[src/rtl/rf_wb_arbiter_pkg.sv]
// Shared constants, state encoding and helpers for the register-file write-back arbiter.
package rf_wb_pkg;

    localparam logic [1:0] RF_WE_WRITE = 2'b01;
    localparam logic [1:0] RF_WE_IDLE  = 2'b00;
    localparam logic [4:0] REG_ZERO    = 5'd0;

    localparam int RF_DATA_W = 32;
    localparam int RF_ADDR_W = 5;

    typedef enum logic {
        ST_ARB  = 1'b0,
        ST_LOCK = 1'b1
    } state_t;

    // Grant counters stick at all-ones instead of wrapping.
    function automatic logic [15:0] sat_inc16(input logic [15:0] v);
        return (v == 16'hFFFF) ? v : v + 16'd1;
    endfunction

endpackage

[src/rtl/rf_wb_arbiter_if.sv]
// Requester-side write-back bus plus the register-file write port driven by the arbiter.
interface rf_wb_arbiter_if #(
    parameter int NREQ   = 3,
    parameter int DATA_W = 32,
    parameter int ADDR_W = 5
);
    logic [NREQ-1:0]        req_valid;
    logic [NREQ-1:0]        req_lock;
    logic [NREQ*ADDR_W-1:0] req_addr;
    logic [NREQ*DATA_W-1:0] req_data;
    logic [NREQ-1:0]        req_ready;
    logic [1:0]             rf_wE;
    logic [ADDR_W-1:0]      rf_rW;
    logic [DATA_W-1:0]      rf_busW;

    modport master (
        output req_valid, req_lock, req_addr, req_data,
        input  req_ready, rf_wE, rf_rW, rf_busW
    );

    modport slave (
        input  req_valid, req_lock, req_addr, req_data,
        output req_ready, rf_wE, rf_rW, rf_busW
    );
endinterface

[src/rtl/rf_wb_arbiter_rr_pick.sv]
// Rotating-priority picker: first set request at or after ptr, wrapping modulo NREQ.
module rr_pick #(
    parameter int NREQ  = 3,
    parameter int PTR_W = 2
) (
    input  logic [NREQ-1:0]  req,
    input  logic [PTR_W-1:0] ptr,
    output logic [NREQ-1:0]  grant,
    output logic [PTR_W-1:0] winner
);
    int   idx;
    logic found;

    // Scan from the pointer position and keep only the first hit.
    always_comb begin
        grant  = '0;
        winner = '0;
        found  = 1'b0;
        idx    = 0;
        for (int k = 0; k < NREQ; k++) begin
            idx = int'(ptr) + k;
            if (idx >= NREQ) begin
                idx = idx - NREQ;
            end else begin
                idx = idx;
            end
            if (!found && req[idx]) begin
                grant[idx] = 1'b1;
                winner     = PTR_W'(idx);
                found      = 1'b1;
            end else begin
                found = found;
            end
        end
    end
endmodule

[src/rtl/rf_wb_arbiter.sv]
// Round-robin write-back arbiter with burst lock feeding the register-file write port.
// Optional per-requester grant counters are built when RF_WB_PERF_EN is defined.
module rf_wb_arbiter
    import rf_wb_pkg::*;
#(
    parameter int NREQ   = 3,
    parameter int DATA_W = RF_DATA_W,
    parameter int ADDR_W = RF_ADDR_W
) (
    input  logic             clk,
    input  logic             rst,
    input  logic             stall,
    rf_wb_arbiter_if.slave   bus,
    input  logic [2:0]       perf_sel,
    output logic [15:0]      perf_cnt
);
    localparam int PTR_W = (NREQ > 1) ? $clog2(NREQ) : 1;

    state_t            state_r, state_s;
    logic [PTR_W-1:0]  ptr_r, ptr_s, owner_r, owner_s, win_s, arb_win_s;
    logic [NREQ-1:0]   arb_grant_s, ready_s;
    logic              accept_s;
    logic [ADDR_W-1:0] win_addr_s;
    logic [DATA_W-1:0] win_data_s;
    logic [1:0]        rf_we_r;
    logic [ADDR_W-1:0] rf_rw_r;
    logic [DATA_W-1:0] rf_busw_r;

    rr_pick #(.NREQ(NREQ), .PTR_W(PTR_W)) u_pick (
        .req    (bus.req_valid),
        .ptr    (ptr_r),
        .grant  (arb_grant_s),
        .winner (arb_win_s)
    );

    // Grant selection and next-state logic; ready is held low during reset.
    always_comb begin
        state_s = state_r;
        ptr_s   = ptr_r;
        owner_s = owner_r;
        ready_s = '0;
        win_s   = arb_win_s;
        case (state_r)
            ST_ARB: begin
                win_s = arb_win_s;
                if (rst && !stall) begin
                    ready_s = arb_grant_s;
                end else begin
                    ready_s = '0;
                end
            end
            ST_LOCK: begin
                win_s = owner_r;
                if (rst && !stall && bus.req_valid[owner_r]) begin
                    ready_s[owner_r] = 1'b1;
                end else begin
                    ready_s = '0;
                end
            end
            default: begin
                win_s   = arb_win_s;
                ready_s = '0;
            end
        endcase
        accept_s = |ready_s;
        case (state_r)
            ST_ARB: begin
                if (accept_s) begin
                    ptr_s = (win_s == PTR_W'(NREQ - 1)) ? '0 : win_s + 1'b1;
                    if (bus.req_lock[win_s]) begin
                        state_s = ST_LOCK;
                        owner_s = win_s;
                    end else begin
                        state_s = ST_ARB;
                    end
                end else begin
                    ptr_s = ptr_r;
                end
            end
            ST_LOCK: begin
                // A stalled owner that keeps valid high keeps the lock.
                if (!bus.req_valid[owner_r]) begin
                    state_s = ST_ARB;
                end else if (accept_s && !bus.req_lock[owner_r]) begin
                    state_s = ST_ARB;
                end else begin
                    state_s = ST_LOCK;
                end
            end
            default: state_s = ST_ARB;
        endcase
        win_addr_s = bus.req_addr[int'(win_s)*ADDR_W +: ADDR_W];
        win_data_s = bus.req_data[int'(win_s)*DATA_W +: DATA_W];
    end

    // Arbitration state, round-robin pointer and lock owner.
    always_ff @(posedge clk or negedge rst) begin
        if (!rst) begin
            state_r <= ST_ARB;
            ptr_r   <= '0;
            owner_r <= '0;
        end else begin
            state_r <= state_s;
            ptr_r   <= ptr_s;
            owner_r <= owner_s;
        end
    end

    // Register-file write port; writes to register zero are swallowed here.
    always_ff @(posedge clk or negedge rst) begin
        if (!rst) begin
            rf_we_r   <= RF_WE_IDLE;
            rf_rw_r   <= '0;
            rf_busw_r <= '0;
        end else if (accept_s) begin
            rf_we_r   <= (win_addr_s == ADDR_W'(REG_ZERO)) ? RF_WE_IDLE : RF_WE_WRITE;
            rf_rw_r   <= win_addr_s;
            rf_busw_r <= win_data_s;
        end else begin
            rf_we_r   <= RF_WE_IDLE;
            rf_rw_r   <= rf_rw_r;
            rf_busw_r <= rf_busw_r;
        end
    end

    assign bus.req_ready = ready_s;
    assign bus.rf_wE     = rf_we_r;
    assign bus.rf_rW     = rf_rw_r;
    assign bus.rf_busW   = rf_busw_r;

`ifdef RF_WB_PERF_EN
    logic [15:0] cnt_r [NREQ];
    logic [15:0] perf_cnt_s;

    // Saturating grant counters, zero-address beats included.
    always_ff @(posedge clk or negedge rst) begin
        if (!rst) begin
            for (int k = 0; k < NREQ; k++) cnt_r[k] <= 16'd0;
        end else begin
            for (int k = 0; k < NREQ; k++) begin
                if (accept_s && (win_s == PTR_W'(k))) begin
                    cnt_r[k] <= sat_inc16(cnt_r[k]);
                end else begin
                    cnt_r[k] <= cnt_r[k];
                end
            end
        end
    end

    // Out-of-range selects read as zero.
    always_comb begin
        perf_cnt_s = 16'd0;
        for (int k = 0; k < NREQ; k++) begin
            if (perf_sel == 3'(k)) begin
                perf_cnt_s = cnt_r[k];
            end else begin
                perf_cnt_s = perf_cnt_s;
            end
        end
    end

    assign perf_cnt = perf_cnt_s;
`else
    logic unused_perf_sel_s;
    assign unused_perf_sel_s = ^perf_sel;
    assign perf_cnt          = 16'd0;
`endif

endmodule

[src/flat_wrapper.sv]
// flat-port wrapper written by rule: the top's interface ports become plain ports
module rf_wb_arbiter_flat import rf_wb_pkg::*;
#(
    parameter int NREQ   = 3,
    parameter int DATA_W = RF_DATA_W,
    parameter int ADDR_W = RF_ADDR_W
)
  (clk, rst, stall, perf_sel, perf_cnt, bus_req_valid, bus_req_lock, bus_req_addr, bus_req_data, bus_req_ready, bus_rf_wE, bus_rf_rW, bus_rf_busW);
  rf_wb_arbiter_if #(.NREQ(NREQ), .DATA_W(DATA_W), .ADDR_W(ADDR_W)) bus_i ();
  input  logic clk;
  input  logic rst;
  input  logic stall;
  input  logic [2:0] perf_sel;
  output logic [15:0] perf_cnt;
  input wire logic [$bits(bus_i.req_valid)-1:0] bus_req_valid;
  input wire logic [$bits(bus_i.req_lock)-1:0] bus_req_lock;
  input wire logic [$bits(bus_i.req_addr)-1:0] bus_req_addr;
  input wire logic [$bits(bus_i.req_data)-1:0] bus_req_data;
  output wire logic [$bits(bus_i.req_ready)-1:0] bus_req_ready;
  output wire logic [$bits(bus_i.rf_wE)-1:0] bus_rf_wE;
  output wire logic [$bits(bus_i.rf_rW)-1:0] bus_rf_rW;
  output wire logic [$bits(bus_i.rf_busW)-1:0] bus_rf_busW;
  assign bus_i.req_valid = bus_req_valid;
  assign bus_i.req_lock = bus_req_lock;
  assign bus_i.req_addr = bus_req_addr;
  assign bus_i.req_data = bus_req_data;
  assign bus_req_ready = bus_i.req_ready;
  assign bus_rf_wE = bus_i.rf_wE;
  assign bus_rf_rW = bus_i.rf_rW;
  assign bus_rf_busW = bus_i.rf_busW;
  rf_wb_arbiter #(.NREQ(NREQ), .DATA_W(DATA_W), .ADDR_W(ADDR_W)) u_core (.clk(clk), .rst(rst), .stall(stall), .bus(bus_i), .perf_sel(perf_sel), .perf_cnt(perf_cnt));
endmodule
[config.mk]
export PLATFORM = sky130hd
export DESIGN_NAME = rf_wb_arbiter_flat
export DESIGN_NICKNAME = d
export VERILOG_FILES = /design/src/rtl/rf_wb_arbiter_pkg.sv /design/src/rtl/rf_wb_arbiter_if.sv /design/src/rtl/rf_wb_arbiter_rr_pick.sv /design/src/rtl/rf_wb_arbiter.sv /design/src/flat_wrapper.sv
export SDC_FILE = /design/constraint.sdc
export NUM_CORES = 1
export LEC_CHECK = 0
export ABC_AREA = 1
export CAP_MARGIN = 20
export CORE_MARGIN = 5
export CORE_UTILIZATION = 39
export CTS_CLUSTER_SIZE = 14
export DETAILED_ROUTE_END_ITERATION = 6
export DONT_BUFFER_PORTS = 1
export GPL_TIMING_DRIVEN = 0
export PLACE_DENSITY = 0.58
export SETUP_SLACK_MARGIN = 0.5
export SYNTH_ARGS = -nofsm -noshare
export SYNTH_HDL_FRONTEND = slang
export SYNTH_SLANG_ARGS = --single-unit
[constraint.sdc]
create_clock -name clk -period 5.6 [get_ports clk]
set_input_delay 0.28 -clock clk [delete_from_list [all_inputs] [get_ports clk]]
set_output_delay 0.28 -clock clk [all_outputs]
set_load 0.005 [all_outputs]
* After elaboration in Yosys (flattened, before gate mapping) *
Cells that the tools add are included.

word-level totals
  flip-flop bits (word level) = 44
  bits of input ports = 123
  output and inout port bits = 58
  logic and storage cells = 94

cells by class
  add/subtract/negate cells = 6
  $mul = 1
  $lt $le $gt $ge = 12
  equal/unequal tests = 1
  shift operators = 2
  mux-type cells = 46
  bitwise logic cells = 3
  reductions and logical operators = 17

operators with widths
  cell                   number
  $ge A32 B1 Y1 const B  3
  $lt A32 B4 Y1 const B  3
  $mux W32               3
  $shiftx A96 B8 Y32     1
  $shiftx A15 B32 Y5     1
  $mux W1                20
  $mux W3                5
  $bmux W1 S2            6
  $mux W2                5
  $logic_and A1 B1 Y1    9
  $demux W1 S2           4
  $sub A3 B2 Y4 const B  2
  $ge A3 B2 Y1 const B   2
  $lt A2 B3 Y1 const B   2
  $or A3 B3 Y3           2
  $pmux W3 S2            1
  $logic_not A5 Y1       1
  $mul A2 B3 Y5 const B  1
  $logic_not A1 Y1       4
  $pmux W2 S2            1
  $add A2 B1 Y3 const B  1
  $add A2 B2 Y3 const B  1
  $reduce_and A3 Y1      1
  $reduce_or A3 Y1       1
  other kinds (8)        8

* Depth between registers and ports, before layout *
Gate-level depths: netlist of the first run.

  depth in word-level cells = 19
  depth in mapped cells = 19
  gate-level depth less buffers = 19

* Modules after synthesis *
From an unflattened synthesis of the first run, not the netlist that was laid out.

second synthesis, totals
  cells, all modules = 476
  area total of the unflattened synthesis = 3,098.0 um2

by module, submodules not included
  module         times used  cells an instance  area each (um2)  seq. area each (um2)
  rf_wb_arbiter  1           414                2,781.4          1,076.0
  rr_pick        1           62                 316.6            0.0

* Worst setup path before layout of the first run *
Ideal clock, no wire load.

  path type = register to register
  start = reg u_core.ptr_r[0]
  end = reg u_core.rf_we_r[0] (netlist: u_core.bus.rf_wE[0])
  library setup time = 0.120 ns
  arrival time = 2.033 ns
  data required time = 5.480 ns
  path slack = 3.447 ns
  cell stages (with the launch flop) = 18
  path buffers = 1
  period minus slack after synthesis = 2.153 ns
  cell sequence = dfrtp_1 > inv_1 > ha_1 > inv_2 > nand2_1 > nand3_1 > nand2_1 > nor2_2 > nand3_1 > nand3_1 > nand2_1 > buf_4 > nand3_1 > nand2_1 > nor2_1 > nand3_1 > nor2_1 > nor2_1

on the way
  word-level cells in the longest chain between the ends = 18
  elaborated cells between the ends (all ways) = 58
  those cells by class = add/sub (5); mul (1); order compare (9); shift (1); mux (31); bitwise (2); reduce/logical (9)

ends and longest elaborated chain
  element                                                 line                  text
  start, declared                                         rf_wb_arbiter.sv:20   logic [PTR_W-1:0] ptr_r, ptr_s, owner_r, owner_s, win_s, arb_win_s;
  start signal, assigned                                  rf_wb_arbiter.sv:104  ptr_r <= ptr_s;
  branches (longest 17 deep; another with $sub A3 B2 Y4)  --
  $mux W2 (*)                                             rf_wb_arbiter.sv:115  end else if (accept_s) begin
  end signal, assigned                                    rf_wb_arbiter.sv:116  rf_we_r <= (win_addr_s == ADDR_W'(REG_ZERO)) ? RF_WE_IDLE : RF_WE_WRITE;
  end, declared                                           rf_wb_arbiter.sv:25   logic [1:0] rf_we_r;

Every way passes the cells marked *. The select of a mux whose other input is x is not followed.
A chain may end at the register's enable or synchronous reset.

* Final worst setup path of the first run *
Same ends and word-level chain as after synthesis.

==> results of run 1 <==
## how the worst max path moves through the flow
stage | startpoint | end | slack (ns)
after floorplan | u_core.ptr_r[0]$_DFFE_PN0P_ | u_core.bus.rf_wE[0]$_DFF_PN0_ | 3.45
after global placement | u_core.ptr_r[0]$_DFFE_PN0P_ | u_core.bus.rf_wE[0]$_DFF_PN0_ | 3.14
after detailed placement | u_core.ptr_r[0]$_DFFE_PN0P_ | u_core.bus.rf_wE[0]$_DFF_PN0_ | 3.09
after CTS | u_core.ptr_r[0]$_DFFE_PN0P_ | u_core.bus.rf_wE[0]$_DFF_PN0_ | 3.08
after global routing | u_core.ptr_r[0]$_DFFE_PN0P_ | u_core.bus.rf_wE[0]$_DFF_PN0_ | 2.80
final | u_core.ptr_r[0]$_DFFE_PN0P_ | u_core.bus.rf_wE[0]$_DFF_PN0_ | 3.08
## cells in the final DEF, fill, tap and decap left out, types with 7 or more instances in the layout
master / synthesis / final
sky130_fd_sc_hd__a31oi_1: 28 / 28
sky130_fd_sc_hd__buf_2: 10 / 10
sky130_fd_sc_hd__buf_4: 28 / 28
sky130_fd_sc_hd__buf_6: 7 / 7
sky130_fd_sc_hd__conb_1: 1 / 17
sky130_fd_sc_hd__dfrtp_1: 43 / 43
sky130_fd_sc_hd__inv_1: 17 / 17
sky130_fd_sc_hd__nand2_1: 168 / 168
sky130_fd_sc_hd__nand3_1: 65 / 65
sky130_fd_sc_hd__nor2_1: 42 / 42
sky130_fd_sc_hd__o21ai_0: 11 / 11
## sequential cells by signal, indices dropped and copies added (netlist names)
register            flops
u_core.bus.rf_rW        5
u_core.ptr_r            2
u_core.state_r          1
u_core.owner_r          2
u_core.bus.rf_busW     32
u_core.bus.rf_wE        1
## power by group through the flow
stage	clock [mW]	combinational, mW	sequential (mW)
3_5_place_dp	0	2.08	0.623
4_1_cts	0.211	2.09	0.617
6_report	0.201	2.05	0.612
2_1_floorplan	0	1.60	0.575
5_1_grt	0.223	2.36	0.634
3_3_place_gp	0	2.04	0.622
## per-layer routing
layer | track usage, % | part of all wire, %
met5 | 0 | 0
met4 | 5.252 | 1.4
met3 | 7.013 | 11
met2 | 32.80 | 48
met1 | 23.58 | 39
## cells by family after synthesis
family                   share of synthesized area (%)
flip-flops                                       34.69
buffers and inverters                            13.47
AO/OA/AOI/OAI                                    10.49
adder cells (fa/ha/maj)                          1.614
other                                           0.1209
AND/OR/NAND/NOR                                  39.61
## layout make-up
type	instances	area, um2	share of cell area, %
Multi-Input combinational cell	364	1668	48.88
Sequential cell	43	1076	31.54
Buffer	45	339.1	9.938
Tap cell	102	127.6	3.740
Inverter	21	78.83	2.310
Clock buffer	6	72.57	2.127
Timing Repair Buffer	2	37.54	1.100
Clock inverter	2	12.51	0.3667
## through the flow
stage / worst slack, ns / power, mW / instance area [um2] / hold WS, ns
after floorplan: 3.447 / 2.178 / 3162 / -0.01559
after global placement: 3.140 / 2.664 / 3289 / -0.01447
after detailed placement: 3.094 / 2.704 / 3289 / -0.01443
after CTS: 3.083 / 2.920 / 3412 / 0.1302
after global routing: 2.803 / 3.215 / 3412 / 0.1363
final: 3.077 / 2.866 / 3412 / 0.1397
## synth_stat cells
| cell | number |
|---|---|
| sky130_fd_sc_hd__nor2_2 | 2 |
| sky130_fd_sc_hd__nor2_1 | 42 |
| sky130_fd_sc_hd__o21a_1 | 4 |
| sky130_fd_sc_hd__nor2_4 | 1 |
| sky130_fd_sc_hd__inv_2 | 4 |
| sky130_fd_sc_hd__o21ai_2 | 2 |
| sky130_fd_sc_hd__inv_1 | 17 |
| sky130_fd_sc_hd__or2_1 | 1 |
| sky130_fd_sc_hd__nand4_1 | 4 |
| sky130_fd_sc_hd__nand2_2 | 5 |
| sky130_fd_sc_hd__a31oi_1 | 28 |
| sky130_fd_sc_hd__o22ai_1 | 1 |
| sky130_fd_sc_hd__a21oi_1 | 3 |
| sky130_fd_sc_hd__nand2_1 | 168 |
| sky130_fd_sc_hd__o21ai_0 | 11 |
| sky130_fd_sc_hd__ha_1 | 4 |
| sky130_fd_sc_hd__a21oi_2 | 1 |
| sky130_fd_sc_hd__nand2_4 | 1 |
| sky130_fd_sc_hd__nand3_4 | 1 |
| sky130_fd_sc_hd__conb_1 | 1 |
| sky130_fd_sc_hd__dfrtp_1 | 43 |
| sky130_fd_sc_hd__o21ai_1 | 2 |
| sky130_fd_sc_hd__a22oi_1 | 1 |
| sky130_fd_sc_hd__buf_6 | 7 |
| sky130_fd_sc_hd__buf_2 | 10 |
| sky130_fd_sc_hd__nand3_1 | 65 |
| sky130_fd_sc_hd__buf_4 | 28 |
==> metrics.txt, run 1 <==
# TYPE chip_impl_metric gauge
chip_impl_metric{name="tritoncts.num_buffers",unit=""} 5
chip_impl_metric{name="num_rows",unit=""} 32
chip_impl_metric{name="synthesis.area_per_instance",unit="um2"} 6.787
chip_impl_info{name="start_kind",value="flip-flop"} 1
chip_impl_metric{name="finalClockSkew",unit="ns"} 0.01185
chip_impl_metric{name="power.clock.fraction",unit="%"} 7.0
chip_impl_metric{name="p_sw_share",unit="%"} 54.59
chip_impl_info{name="critPathMostFrequentCell",value="sky130_fd_sc_hd__nand3_1"} 1
chip_impl_info{name="timing.critical_path.to_type",value="flip-flop"} 1
chip_impl_metric{name="maxClockFrequency",unit="GHz"} 0.3964
chip_impl_metric{name="tns",unit="ns"} 0
chip_impl_metric{name="wl_per_cell",unit="um"} 16.83
chip_impl_info{name="critPathTopFamily",value="simple AND/OR/NAND/NOR gates"} 1
chip_impl_info{name="min-delay-start",value="bus_req_data[68]"} 1
chip_impl_metric{name="synth-seq-area-share",unit="%"} 34.69
chip_impl_metric{name="floorplan.die.height",unit="um"} 99.18
chip_impl_metric{name="power_switching",unit="mW"} 1.565
chip_impl_metric{name="fp.dieW",unit="um"} 99.18
chip_impl_metric{name="setup_viol",unit=""} 0
chip_impl_metric{name="share_of_the_clock_period_used_by_the_worst_path_after_layout",unit="%"} 45.05
chip_impl_metric{name="layoutNonFillerInstCount",unit=""} 585
chip_impl_metric{name="place_inst",unit=""} 575
chip_impl_metric{name="post_cts.repair.setup_buffers",unit=""} 0
chip_impl_metric{name="final_core_utilization",unit="%"} 44.15
chip_impl_metric{name="clock_tree.buffer_depth",unit=""} 2
chip_impl_metric{name="yosys_register_bits",unit=""} 43
chip_impl_info{name="hold_path_end",value="u_core.bus.rf_busW[4]$_DFFE_PN0P_"} 1
chip_impl_metric{name="power_per_cell_area",unit="nW/um2"} 840.0
chip_impl_info{name="crit_chain",value="inv_1 > ha_1 > inv_2 > nand2_1 > nand3_1 > nand2_1 > nor2_2 > nand3_1 > nand3_1 > nand2_1 > buf_4 > nand3_1 > nand2_1 > nor2_1 > nand3_1 > nor2_1 > nor2_1"} 1
chip_impl_info{name="status",value="finished, final reports clean"} 1
chip_impl_metric{name="maximum_resistive_drop_on_vdd",unit="mV"} 0.2740
chip_impl_metric{name="instance_count_of_the_mapped_netlist",unit=""} 457
chip_impl_metric{name="grtUsageTotal",unit="%"} 19.50
chip_impl_metric{name="fillCellCount",unit=""} 843
chip_impl_metric{name="core_area",unit="um2"} 7727
chip_impl_metric{name="final_max_slew_viol_count",unit=""} 0
chip_impl_metric{name="critical_path_arrival",unit="ns"} 2.70
chip_impl_metric{name="hold_violations",unit=""} 0
chip_impl_metric{name="total_leakage_power",unit="nW"} 1.729
chip_impl_metric{name="maxCapViolations",unit=""} 0
chip_impl_metric{name="seq_power_share",unit="%"} 21.3
chip_impl_metric{name="final_wl",unit="um"} 9845
chip_impl_metric{name="viasPerCell",unit=""} 5.101
chip_impl_info{name="r2r_end",value="u_core.bus.rf_wE[0]$_DFF_PN0_"} 1
chip_impl_metric{name="remaining_drc_errors",unit=""} 0
chip_impl_metric{name="htree_levels",unit=""} 2
chip_impl_info{name="crit_type",value="flip-flop to flip-flop"} 1
chip_impl_info{name="rsz_0062_raised_after_global_routing",value="no"} 1
chip_impl_metric{name="drive_above_1_share",unit="%"} 14.49
chip_impl_info{name="synth_top_area_cell",value="sky130_fd_sc_hd__dfrtp_1"} 1
chip_impl_metric{name="detail_route.iter0.violations",unit=""} 90
chip_impl_metric{name="synth-warning-count",unit=""} 0
chip_impl_metric{name="rr_worst_depth",unit=""} 17
chip_impl_metric{name="num_io_pins",unit=""} 181
chip_impl_metric{name="maximum_single_stage_delay_on_the_critical_path",unit="ns"} 0.40
chip_impl_metric{name="largest_net_degree_at_the_start_of_global_routing",unit=""} 44
chip_impl_metric{name="clock_insertion_delay_worst_skew",unit="ns"} 0.30
chip_impl_info{name="tritoncts",value="built"} 1
chip_impl_metric{name="cp_num_buf_inv",unit=""} 3
chip_impl_metric{name="num-nets-final",unit=""} 609
chip_impl_metric{name="syn_to_final_growth",unit="%"} 10.00
chip_impl_metric{name="antenna_violations_before_repair",unit=""} 0
chip_impl_metric{name="power.share.combinational",unit="%"} 71.7
chip_impl_metric{name="place.port_buffers",unit=""} 0
chip_impl_metric{name="antenna_cells",unit=""} 0
chip_impl_metric{name="synthDistinctLibCells",unit=""} 27
chip_impl_metric{name="worstPathMaxFanout",unit=""} 10
chip_impl_metric{name="cp_data_required_time",unit="ns"} 5.78
chip_impl_metric{name="hold_buffers",unit=""} 2
chip_impl_metric{name="final_critical_path_time_including_i_o_delays_and_setup",unit="ns"} 2.523
chip_impl_metric{name="antenna_violation_net_count_after_detailed_routing",unit=""} 0
chip_impl_metric{name="area_of_the_die",unit="um2"} 9837
chip_impl_info{name="clockRootBuffer",value="sky130_fd_sc_hd__clkbuf_8"} 1
chip_impl_metric{name="tritoncts_num_sinks",unit=""} 43
chip_impl_metric{name="effective_utilization_at_floorplan",unit="%"} 40.14
chip_impl_metric{name="synth_area",unit="um2"} 3102
chip_impl_metric{name="dp_hpwl",unit="um"} 7568
chip_impl_metric{name="clkSlewWorstSetupHoldPaths",unit="ns"} 0.09
chip_impl_metric{name="yosys.area.top_type_share",unit="%"} 34.69
chip_impl_metric{name="vias_in_the_first_global_route",unit=""} 3050
chip_impl_metric{name="grt_first_pass_wirelength",unit="um"} 15510
chip_impl_metric{name="grt_remaining_overflow",unit=""} 0
chip_impl_info{name="worst_path_max_delay_cell",value="sky130_fd_sc_hd__dfrtp_1"} 1
chip_impl_info{name="regToRegStartpoint",value="u_core.ptr_r[0]$_DFFE_PN0P_"} 1
chip_impl_metric{name="worstSetupPathDepth",unit=""} 17
chip_impl_metric{name="r2r_setup_slack",unit="ns"} 3.08
chip_impl_metric{name="cell_internal_pwr",unit="mW"} 1.301
chip_impl_info{name="yosys-top-cells-area",value="sky130_fd_sc_hd__dfrtp_1, sky130_fd_sc_hd__nand2_1, sky130_fd_sc_hd__nand3_1"} 1
chip_impl_metric{name="first_pass_iters",unit=""} 4
chip_impl_metric{name="hold-path-cell-count",unit=""} 2
chip_impl_metric{name="dr_total_vias",unit=""} 2984
chip_impl_metric{name="routabilityCongestion",unit=""} 0.8393
chip_impl_metric{name="post_cts_resize_count",unit=""} 0
chip_impl_info{name="holdCritPathClass",value="primary input to flip-flop"} 1
(Power assumes the default switching activity.)
==> run 2: changes to the inputs <==
--- a/config.mk
+++ b/config.mk
@@ -13,7 +13,7 @@
 export DETAILED_ROUTE_END_ITERATION = 6
 export DONT_BUFFER_PORTS = 1
 export GPL_TIMING_DRIVEN = 0
-export PLACE_DENSITY = 0.58
+export PLACE_DENSITY = 0.6
 export SETUP_SLACK_MARGIN = 0.5
 export SYNTH_ARGS = -nofsm -noshare
 export SYNTH_HDL_FRONTEND = slang
==> constraint.sdc (replaced) <==
create_clock -name clk -period 2.24 [get_ports clk]
set_input_delay 0.112 -clock clk [delete_from_list [all_inputs] [get_ports clk]]
set_output_delay 0.112 -clock clk [all_outputs]
set_load 0.005 [all_outputs]
==> run 2 against run 1 <==
Effect of this change: the flow now finishes with violations (negative setup slack); first-iteration DRC count shrank 16%; fmax is 5.2% higher; clock skew is 0.0012 ns lower; sequential share of layout area decreased by 5.3 points; combinational power rose to 3.1 times the previous value; wire length is 6.0% higher; clock power rose by 150%; worst hold slack got worse by 0.098 ns; final area up 20%; non-clock buffer count increased by 41; power rose to 2.9 times the previous value; largest power group unchanged.
==> metrics.txt, run 2 (synthesis gave the netlist of run 1 again) <==
# TYPE chip_impl_metric gauge
chip_impl_metric{name="cell_internal_pwr",unit="mW"} 4.060
chip_impl_info{name="start_kind",value="flip-flop"} 1
chip_impl_metric{name="power.share.combinational",unit="%"} 75.2
chip_impl_info{name="tritoncts",value="built"} 1
chip_impl_metric{name="place.port_buffers",unit=""} 0
chip_impl_metric{name="antenna_violation_net_count_after_detailed_routing",unit=""} 0
chip_impl_info{name="clockRootBuffer",value="sky130_fd_sc_hd__clkbuf_8"} 1
chip_impl_info{name="rsz_0062_raised_after_global_routing",value="yes"} 1
chip_impl_metric{name="num_rows",unit=""} 32
chip_impl_metric{name="drive_above_1_share",unit="%"} 24.81
chip_impl_metric{name="setup_slack",unit="ns"} -0.1576
chip_impl_metric{name="viasPerCell",unit=""} 5.110
chip_impl_info{name="worst_path_max_delay_cell",value="sky130_fd_sc_hd__dfrtp_2"} 1
chip_impl_metric{name="grtUsageTotal",unit="%"} 20.11
chip_impl_metric{name="worstPathMaxFanout",unit=""} 10
chip_impl_metric{name="clock_insertion_delay_worst_skew",unit="ns"} 0.29
chip_impl_metric{name="final_area",unit="um2"} 4105
chip_impl_metric{name="htree_levels",unit=""} 2
chip_impl_metric{name="floorplan.die.height",unit="um"} 99.18
chip_impl_metric{name="area_of_the_die",unit="um2"} 9837
chip_impl_info{name="layout.cells.most_common_list",value="sky130_fd_sc_hd__nand2_1, sky130_fd_sc_hd__nand3_1, sky130_fd_sc_hd__dfrtp_1"} 1
chip_impl_metric{name="final_critical_path_time_including_i_o_delays_and_setup",unit="ns"} 2.398
chip_impl_metric{name="first_pass_iters",unit=""} 4
chip_impl_metric{name="tritoncts.num_buffers",unit=""} 5
chip_impl_info{name="crit_chain",value="inv_2 > ha_4 > o21ai_0 > nand2_2 > nor2_4 > nand2_2 > nor2_1 > o21ai_1 > nand2_1 > nor2_2 > nand2_4 > buf_12 > buf_8 > nor2_4 > a31oi_2"} 1
chip_impl_metric{name="syn_to_final_growth",unit="%"} 32.35
chip_impl_metric{name="maximum_resistive_drop_on_vdd",unit="mV"} 0.7328
chip_impl_info{name="crit_type",value="flip-flop to flip-flop"} 1
chip_impl_metric{name="final_core_utilization",unit="%"} 53.13
chip_impl_metric{name="routabilityCongestion",unit=""} 0.8485
chip_impl_metric{name="hold_violations",unit=""} 0
chip_impl_metric{name="power_switching",unit="mW"} 4.353
chip_impl_metric{name="power_per_cell_area",unit="nW/um2"} 2049
chip_impl_metric{name="tns",unit="ns"} -4.296
chip_impl_metric{name="maxClockFrequency",unit="GHz"} 0.4171
chip_impl_metric{name="seq_power_share",unit="%"} 18.9
chip_impl_metric{name="setup_viol",unit=""} 42
chip_impl_metric{name="core_area",unit="um2"} 7727
chip_impl_metric{name="num_io_pins",unit=""} 181
chip_impl_metric{name="finalClockSkew",unit="ns"} 0.01064
chip_impl_metric{name="cp_data_required_time",unit="ns"} 2.45
chip_impl_metric{name="num-nets-final",unit=""} 650
chip_impl_metric{name="grt_first_pass_wirelength",unit="um"} 16140
chip_impl_metric{name="place_area",unit="um2"} 3323
chip_impl_metric{name="total_leakage_power",unit="nW"} 1.966
chip_impl_info{name="layout_commonest_cell",value="sky130_fd_sc_hd__nand2_1"} 1
chip_impl_metric{name="detail_route.iter0.violations",unit=""} 76
chip_impl_metric{name="dr_total_vias",unit=""} 3199
chip_impl_info{name="status",value="complete, but fails checks"} 1
chip_impl_metric{name="maxCapViolations",unit=""} 0
chip_impl_metric{name="clkSlewWorstSetupHoldPaths",unit="ns"} 0.09
chip_impl_metric{name="clock_tree.buffer_depth",unit=""} 2
chip_impl_metric{name="wl_per_cell",unit="um"} 16.67
chip_impl_info{name="holdCritPathClass",value="primary input to flip-flop"} 1
chip_impl_metric{name="fillCellCount",unit=""} 773
chip_impl_metric{name="dp_hpwl",unit="um"} 7527
chip_impl_metric{name="fp.dieW",unit="um"} 99.18
chip_impl_metric{name="final_wl",unit="um"} 10440
chip_impl_metric{name="antenna_cells",unit=""} 0
chip_impl_info{name="timing.critical_path.to_type",value="flip-flop"} 1
chip_impl_metric{name="grt_remaining_overflow",unit=""} 0
chip_impl_metric{name="largest_register_ffs",unit=""} 32
chip_impl_metric{name="p_sw_share",unit="%"} 51.74
chip_impl_metric{name="effective_utilization_at_floorplan",unit="%"} 40.14
chip_impl_metric{name="tritoncts_num_sinks",unit=""} 43
chip_impl_info{name="violations_in_the_final_reports",value="negative setup slack"} 1
chip_impl_metric{name="maximum_single_stage_delay_on_the_critical_path",unit="ns"} 0.43
chip_impl_metric{name="final_max_slew_viol_count",unit=""} 0
chip_impl_metric{name="largest_net_degree_at_the_start_of_global_routing",unit=""} 44
chip_impl_metric{name="share_of_the_clock_period_used_by_the_worst_path_after_layout",unit="%"} 107.0
chip_impl_metric{name="antenna_violations_before_repair",unit=""} 0
chip_impl_metric{name="critical_path_arrival",unit="ns"} 2.61
chip_impl_metric{name="remaining_drc_errors",unit=""} 0
chip_impl_metric{name="power.clock.fraction",unit="%"} 5.9
chip_impl_metric{name="vias_in_the_first_global_route",unit=""} 3225
-- run 2: cell count changes in the layout (fill, tap and decap cells not counted), sizes merged --
| cell | before | now |
|---|---|---|
| buf | 46 | 56 |
| clkbuf | 6 | 9 |
| dlygate4sd3 | 1 | 29 |
-- run 2: metrics by stage --
step	setup WS [ns]	hold slack (ns)	instances	total power [mW]
4_1_cts	-0.04879	0.03224	622	7.922
6_report	-0.1576	0.04186	626	8.413
3_3_place_gp	-0.07112	-0.1825	575	6.746
5_1_grt	-0.3058	0.04833	626	9.295
3_5_place_dp	-0.1210	-0.1821	575	6.822
2_1_floorplan	0.1852	-0.1836	473	5.550
-- run 2: power by group through the flow --
stage	logic [mW]	clock network, mW	registers [mW]
final	6.33	0.497	1.59
after floorplan	4.11	0	1.44
after global placement	5.19	0	1.55
after CTS	5.85	0.517	1.56
after detailed placement	5.26	0	1.56
after global routing	7.12	0.544	1.63
-- run 2: path summary, 6_finish.rpt --
check	depth (start not counted)	to	start	slack, ns
max reg2reg	15	u_core.bus.rf_busW[26]$_DFFE_PN0P_	u_core.ptr_r[0]$_DFFE_PN0P_	-0.16
min	4	u_core.bus.rf_busW[7]$_DFFE_PN0P_	bus_req_data[7]	0.04
max in group asynchronous	2	u_core.ptr_r[0]$_DFFE_PN0P_	rst	1.66
min in group asynchronous	2	u_core.bus.rf_busW[31]$_DFFE_PN0P_	rst	0.35
min reg2reg	2	u_core.owner_r[1]$_DFFE_PN0P_	u_core.owner_r[1]$_DFFE_PN0P_	0.53
max	15	u_core.bus.rf_busW[26]$_DFFE_PN0P_	u_core.ptr_r[0]$_DFFE_PN0P_	-0.16
-- run 2: critical path, delay by kind of cell (launching register included) --
kind / cells / cell delay (ns)
and+or+nand+nor: 8 / 0.85
buffers and inverters: 3 / 0.38
DFF: 1 / 0.43
adders and majority gates: 1 / 0.18
AOI/OAI and AO/OA: 3 / 0.48
-- run 2: area by class of cell --
| type | count | area (um2) | area share (%) |
|---|---|---|---|
| Timing Repair Buffer | 43 | 456.7 | 11.12 |
| Tap cell | 102 | 127.6 | 3.109 |
| Multi-Input combinational cell | 364 | 1861 | 45.32 |
| Clock buffer | 6 | 72.57 | 1.768 |
| Clock inverter | 2 | 12.51 | 0.3048 |
| Sequential cell | 43 | 1079 | 26.27 |
| Inverter | 21 | 83.83 | 2.042 |
| Buffer | 45 | 412.9 | 10.06 |
-- run 2: layer usage --
metal  vias to the layer above  track usage, %  routed length (um)
met3                        10           6.241                 962
met1                      1456           24.47                4137
met4                         0           4.202                 127
li1                       1590               -                   -
met5                         -               0                   0
met2                       143           34.97                5210
-- run 2: timing repair --
action,in CTS,in global routing
cloned,2,1
resized for setup,26,50
setup endpoints to repair,46,46
buffers inserted,7,3
hold buffers,30,0
pin swaps,1,14
hold endpoints to repair,71,0
==> run 3: changes to the inputs <==
--- a/config.mk
+++ b/config.mk
@@ -7,6 +7,7 @@
 export LEC_CHECK = 0
 export ABC_AREA = 1
 export CAP_MARGIN = 20
+export CORE_ASPECT_RATIO = 0.6
 export CORE_MARGIN = 5
 export CORE_UTILIZATION = 39
 export CTS_CLUSTER_SIZE = 14
@@ -17,4 +18,5 @@
 export SETUP_SLACK_MARGIN = 0.5
 export SYNTH_ARGS = -nofsm -noshare
 export SYNTH_HDL_FRONTEND = slang
+export SYNTH_HIERARCHICAL = 1
 export SYNTH_SLANG_ARGS = --single-unit
==> run 3 against run 2 <==
Effect of this change: the flow still finishes with violations (negative setup slack); sequential share of layout area is 0.66 points lower; area after synthesis is 0.12% lower; sequential power is 10% lower; non-clock buffer count is 18 lower; global-route usage is 0.95 points lower; flip-flop and latch count stayed put; via count is 0.50% lower; clock power is 73% higher; die area is 0.48% higher; synthesized cell count is 4.2% higher; final cell count is 1.9% higher; utilization is 0.67 points higher; highest routed layer unchanged.
==> metrics.txt, run 3 <==
# TYPE chip_impl_metric gauge
chip_impl_metric{name="routabilityCongestion",unit=""} 0.8347
chip_impl_metric{name="clock_insertion_delay_worst_skew",unit="ns"} 0.28
chip_impl_metric{name="tritoncts_num_sinks",unit=""} 43
chip_impl_metric{name="floorplan.die.height",unit="um"} 79.04
chip_impl_info{name="layout.cells.most_common_list",value="sky130_fd_sc_hd__nand2_1, sky130_fd_sc_hd__nand3_1, sky130_fd_sc_hd__buf_4"} 1
chip_impl_metric{name="num_io_pins",unit=""} 181
chip_impl_metric{name="r2r_setup_slack",unit="ns"} -0.25
chip_impl_metric{name="grtUsageTotal",unit="%"} 19.16
chip_impl_info{name="start_kind",value="flip-flop"} 1
chip_impl_metric{name="cp_data_required_time",unit="ns"} 2.45
chip_impl_metric{name="final_wl",unit="um"} 10370
chip_impl_metric{name="dp_slack",unit="ns"} -0.5317
chip_impl_metric{name="synth-seq-area-share",unit="%"} 34.73
chip_impl_info{name="top_cells_by_count_synth",value="sky130_fd_sc_hd__nand2_1, sky130_fd_sc_hd__nand3_1, sky130_fd_sc_hd__dfrtp_1, sky130_fd_sc_hd__buf_4, sky130_fd_sc_hd__inv_1"} 1
chip_impl_metric{name="power",unit="mW"} 7.881
chip_impl_metric{name="largest_net_degree_at_the_start_of_global_routing",unit=""} 44
chip_impl_metric{name="synth-warning-count",unit=""} 6
chip_impl_metric{name="antenna_cells",unit=""} 0
chip_impl_metric{name="place_area",unit="um2"} 3308
chip_impl_metric{name="layoutNonFillerInstCount",unit=""} 638
chip_impl_info{name="crit_type",value="flip-flop to flip-flop"} 1
chip_impl_metric{name="antenna_violations_before_repair",unit=""} 0
chip_impl_metric{name="place_inst",unit=""} 600
chip_impl_metric{name="synth_edf_count",unit=""} 0
chip_impl_metric{name="drive_above_1_share",unit="%"} 33.40
chip_impl_info{name="synth_top_area_cell",value="sky130_fd_sc_hd__dfrtp_1"} 1
chip_impl_info{name="worst_path_max_delay_cell",value="sky130_fd_sc_hd__dfrtp_1"} 1
chip_impl_metric{name="hold_violations",unit=""} 0
chip_impl_info{name="rsz_0062_raised_after_global_routing",value="yes"} 1
chip_impl_metric{name="first_pass_iters",unit=""} 4
chip_impl_metric{name="num_rows",unit=""} 25
chip_impl_metric{name="yosys_register_bits",unit=""} 43
chip_impl_metric{name="grt_first_pass_wirelength",unit="um"} 15270
chip_impl_metric{name="effective_utilization_at_floorplan",unit="%"} 39.62
chip_impl_metric{name="finalClockSkew",unit="ns"} 0.006124
chip_impl_metric{name="maximum_single_stage_delay_on_the_critical_path",unit="ns"} 0.40
chip_impl_metric{name="place.port_buffers",unit=""} 0
chip_impl_metric{name="final_max_slew_viol_count",unit=""} 0
chip_impl_info{name="tritoncts",value="built"} 1
chip_impl_info{name="yosys-top-cells-area",value="sky130_fd_sc_hd__dfrtp_1, sky130_fd_sc_hd__nand2_1, sky130_fd_sc_hd__nand3_1"} 1
chip_impl_metric{name="dr_total_vias",unit=""} 3183
chip_impl_metric{name="remaining_drc_errors",unit=""} 0
chip_impl_metric{name="final_core_utilization",unit="%"} 53.79
chip_impl_metric{name="async_set_or_reset_register_ratio_after_synthesis",unit="%"} 100.0
chip_impl_metric{name="synthesis.area_per_instance",unit="um2"} 6.508
chip_impl_metric{name="clock_tree.buffer_depth",unit=""} 2
chip_impl_metric{name="tns",unit="ns"} -8.441
chip_impl_metric{name="maximum_resistive_drop_on_vdd",unit="mV"} 0.7596
chip_impl_metric{name="area_of_the_die",unit="um2"} 9884
chip_impl_info{name="clockRootBuffer",value="sky130_fd_sc_hd__clkbuf_16"} 1
chip_impl_metric{name="vias_in_the_first_global_route",unit=""} 2912
chip_impl_info{name="layout_commonest_cell",value="sky130_fd_sc_hd__nand2_1"} 1
chip_impl_metric{name="antenna_violation_net_count_after_detailed_routing",unit=""} 0
chip_impl_metric{name="hold_ws",unit="ns"} 0.007237
chip_impl_metric{name="grt_remaining_overflow",unit=""} 0
chip_impl_metric{name="final_area",unit="um2"} 4207
chip_impl_metric{name="fp.dieW",unit="um"} 125.1
chip_impl_info{name="violations_in_the_final_reports",value="negative setup slack"} 1
chip_impl_metric{name="largest_register_ffs",unit=""} 32
chip_impl_metric{name="maxCapViolations",unit=""} 0
chip_impl_metric{name="detail_route.iter0.violations",unit=""} 192
chip_impl_metric{name="worstPathMaxFanout",unit=""} 8
chip_impl_metric{name="synth_area",unit="um2"} 3098
chip_impl_metric{name="core_area",unit="um2"} 7820
chip_impl_metric{name="viasPerCell",unit=""} 4.989
chip_impl_info{name="holdCritPathClass",value="primary input to flip-flop"} 1
chip_impl_metric{name="share_of_the_clock_period_used_by_the_worst_path_after_layout",unit="%"} 111.4
chip_impl_metric{name="setup_slack",unit="ns"} -0.2550
chip_impl_metric{name="critical_path_arrival",unit="ns"} 2.71
chip_impl_metric{name="synthDistinctLibCells",unit=""} 25
chip_impl_metric{name="wl_per_cell",unit="um"} 16.26
chip_impl_info{name="yosys.cell_count.top_type",value="sky130_fd_sc_hd__nand2_1"} 1
chip_impl_info{name="status",value="complete, but fails checks"} 1
chip_impl_metric{name="instance_count_of_the_mapped_netlist",unit=""} 476
chip_impl_metric{name="tritoncts.num_buffers",unit=""} 5
chip_impl_info{name="timing.critical_path.to_type",value="flip-flop"} 1
chip_impl_metric{name="power_per_cell_area",unit="nW/um2"} 1874
chip_impl_metric{name="syn_to_final_growth",unit="%"} 35.78
chip_impl_metric{name="final_critical_path_time_including_i_o_delays_and_setup",unit="ns"} 2.495
chip_impl_metric{name="maxClockFrequency",unit="GHz"} 0.4008
chip_impl_metric{name="dp_hpwl",unit="um"} 7450
chip_impl_metric{name="htree_levels",unit=""} 2
chip_impl_metric{name="yosys.area.top_type_share",unit="%"} 34.73
chip_impl_metric{name="total_leakage_power",unit="nW"} 2.261
chip_impl_info{name="synthFlopType",value="sky130_fd_sc_hd__dfrtp_1"} 1
chip_impl_metric{name="clkSlewWorstSetupHoldPaths",unit="ns"} 0.06
chip_impl_metric{name="setup_viol",unit=""} 44
chip_impl_info{name="crit_chain",value="inv_2 > ha_4 > buf_6 > inv_4 > nand2_2 > nand3_2 > nand2_4 > nand3_2 > nand2_1 > inv_1 > nand2_1 > inv_2 > o21ai_4 > inv_4 > nor2_4 > buf_12 > nand2_2 > nand2_2 > nor2_4 > nand3_2 > nor2_1 > nor2_1"} 1
chip_impl_metric{name="num-nets-final",unit=""} 656
-- run 3: repair_timing --
| item | CTS | global route |
|---|---|---|
| buffers inserted | 17 | 9 |
| hold endpoints to repair | 43 | 0 |
| pin swaps | 25 | 44 |
| endpoints found under the setup margin | 46 | 46 |
| cloned | 1 | 1 |
| gates resized for setup | 48 | 72 |
| hold buffers | 2 | 0 |
-- run 3: worst max-delay path, delay by kind of cell (launching register included) --
kind | cells | cell delay, ns
buf+inv | 7 | 0.59
fa+ha+maj | 1 | 0.26
flops | 1 | 0.40
simple gates | 13 | 0.97
compound gates | 1 | 0.21
-- run 3: metal layers --
metal | GRT usage (%) | wire [um] | share of wire (%)
met4 | 3.139 | 38 | 0.37
met2 | 30.33 | 4806 | 46
met1 | 27.22 | 4686 | 45
met3 | 4.570 | 841 | 8.1
met5 | 0 | 0 | 0
-- run 3: report_power, final --
group,internal [mW],switching [mW]
logic,2.34,3.25
registers,1.13,0.298
clock network,0.560,0.301
total,4.03,3.85
-- run 3: kinds of logic after synthesis --
kind of cell             after synthesis  synth area share, %
buffers and inverters                 71                13.65
flip-flops                            43                34.73
AO/OA/AOI/OAI                         19                3.716
other                                  1               0.1210
adder cells (fa/ha/maj)                4                1.616
AND/OR/NAND/NOR                      338                46.16
-- run 3: worst paths after layout --
check / start / depth (start not counted) / end
min reg2reg: u_core/bus.rf_busW[29]$_DFFE_PN0P_ / 2 / u_core/bus.rf_busW[29]$_DFFE_PN0P_
min: bus_req_addr[11] / 2 / u_core/bus.rf_rW[1]$_DFFE_PN0P_
max reg2reg: u_core/ptr_r[0]$_DFFE_PN0P_ / 22 / u_core/bus.rf_wE[0]$_DFF_PN0_
max in group asynchronous: rst / 2 / u_core/ptr_r[1]$_DFFE_PN0P_
min in group asynchronous: rst / 2 / u_core/bus.rf_busW[5]$_DFFE_PN0P_
max: u_core/ptr_r[0]$_DFFE_PN0P_ / 22 / u_core/bus.rf_wE[0]$_DFF_PN0_
-- run 3: layout make-up --
cell class              instances  area (um2)
plain buffers                  40       352.8
clock buffers                   6       138.9
clock inverters                 2       38.79
fillers                       782        3613
inverters                      31       133.9
multi-input cells             378        2038
flip-flops and latches         43        1077
well taps                     108       135.1
repair buffers                 30       291.5
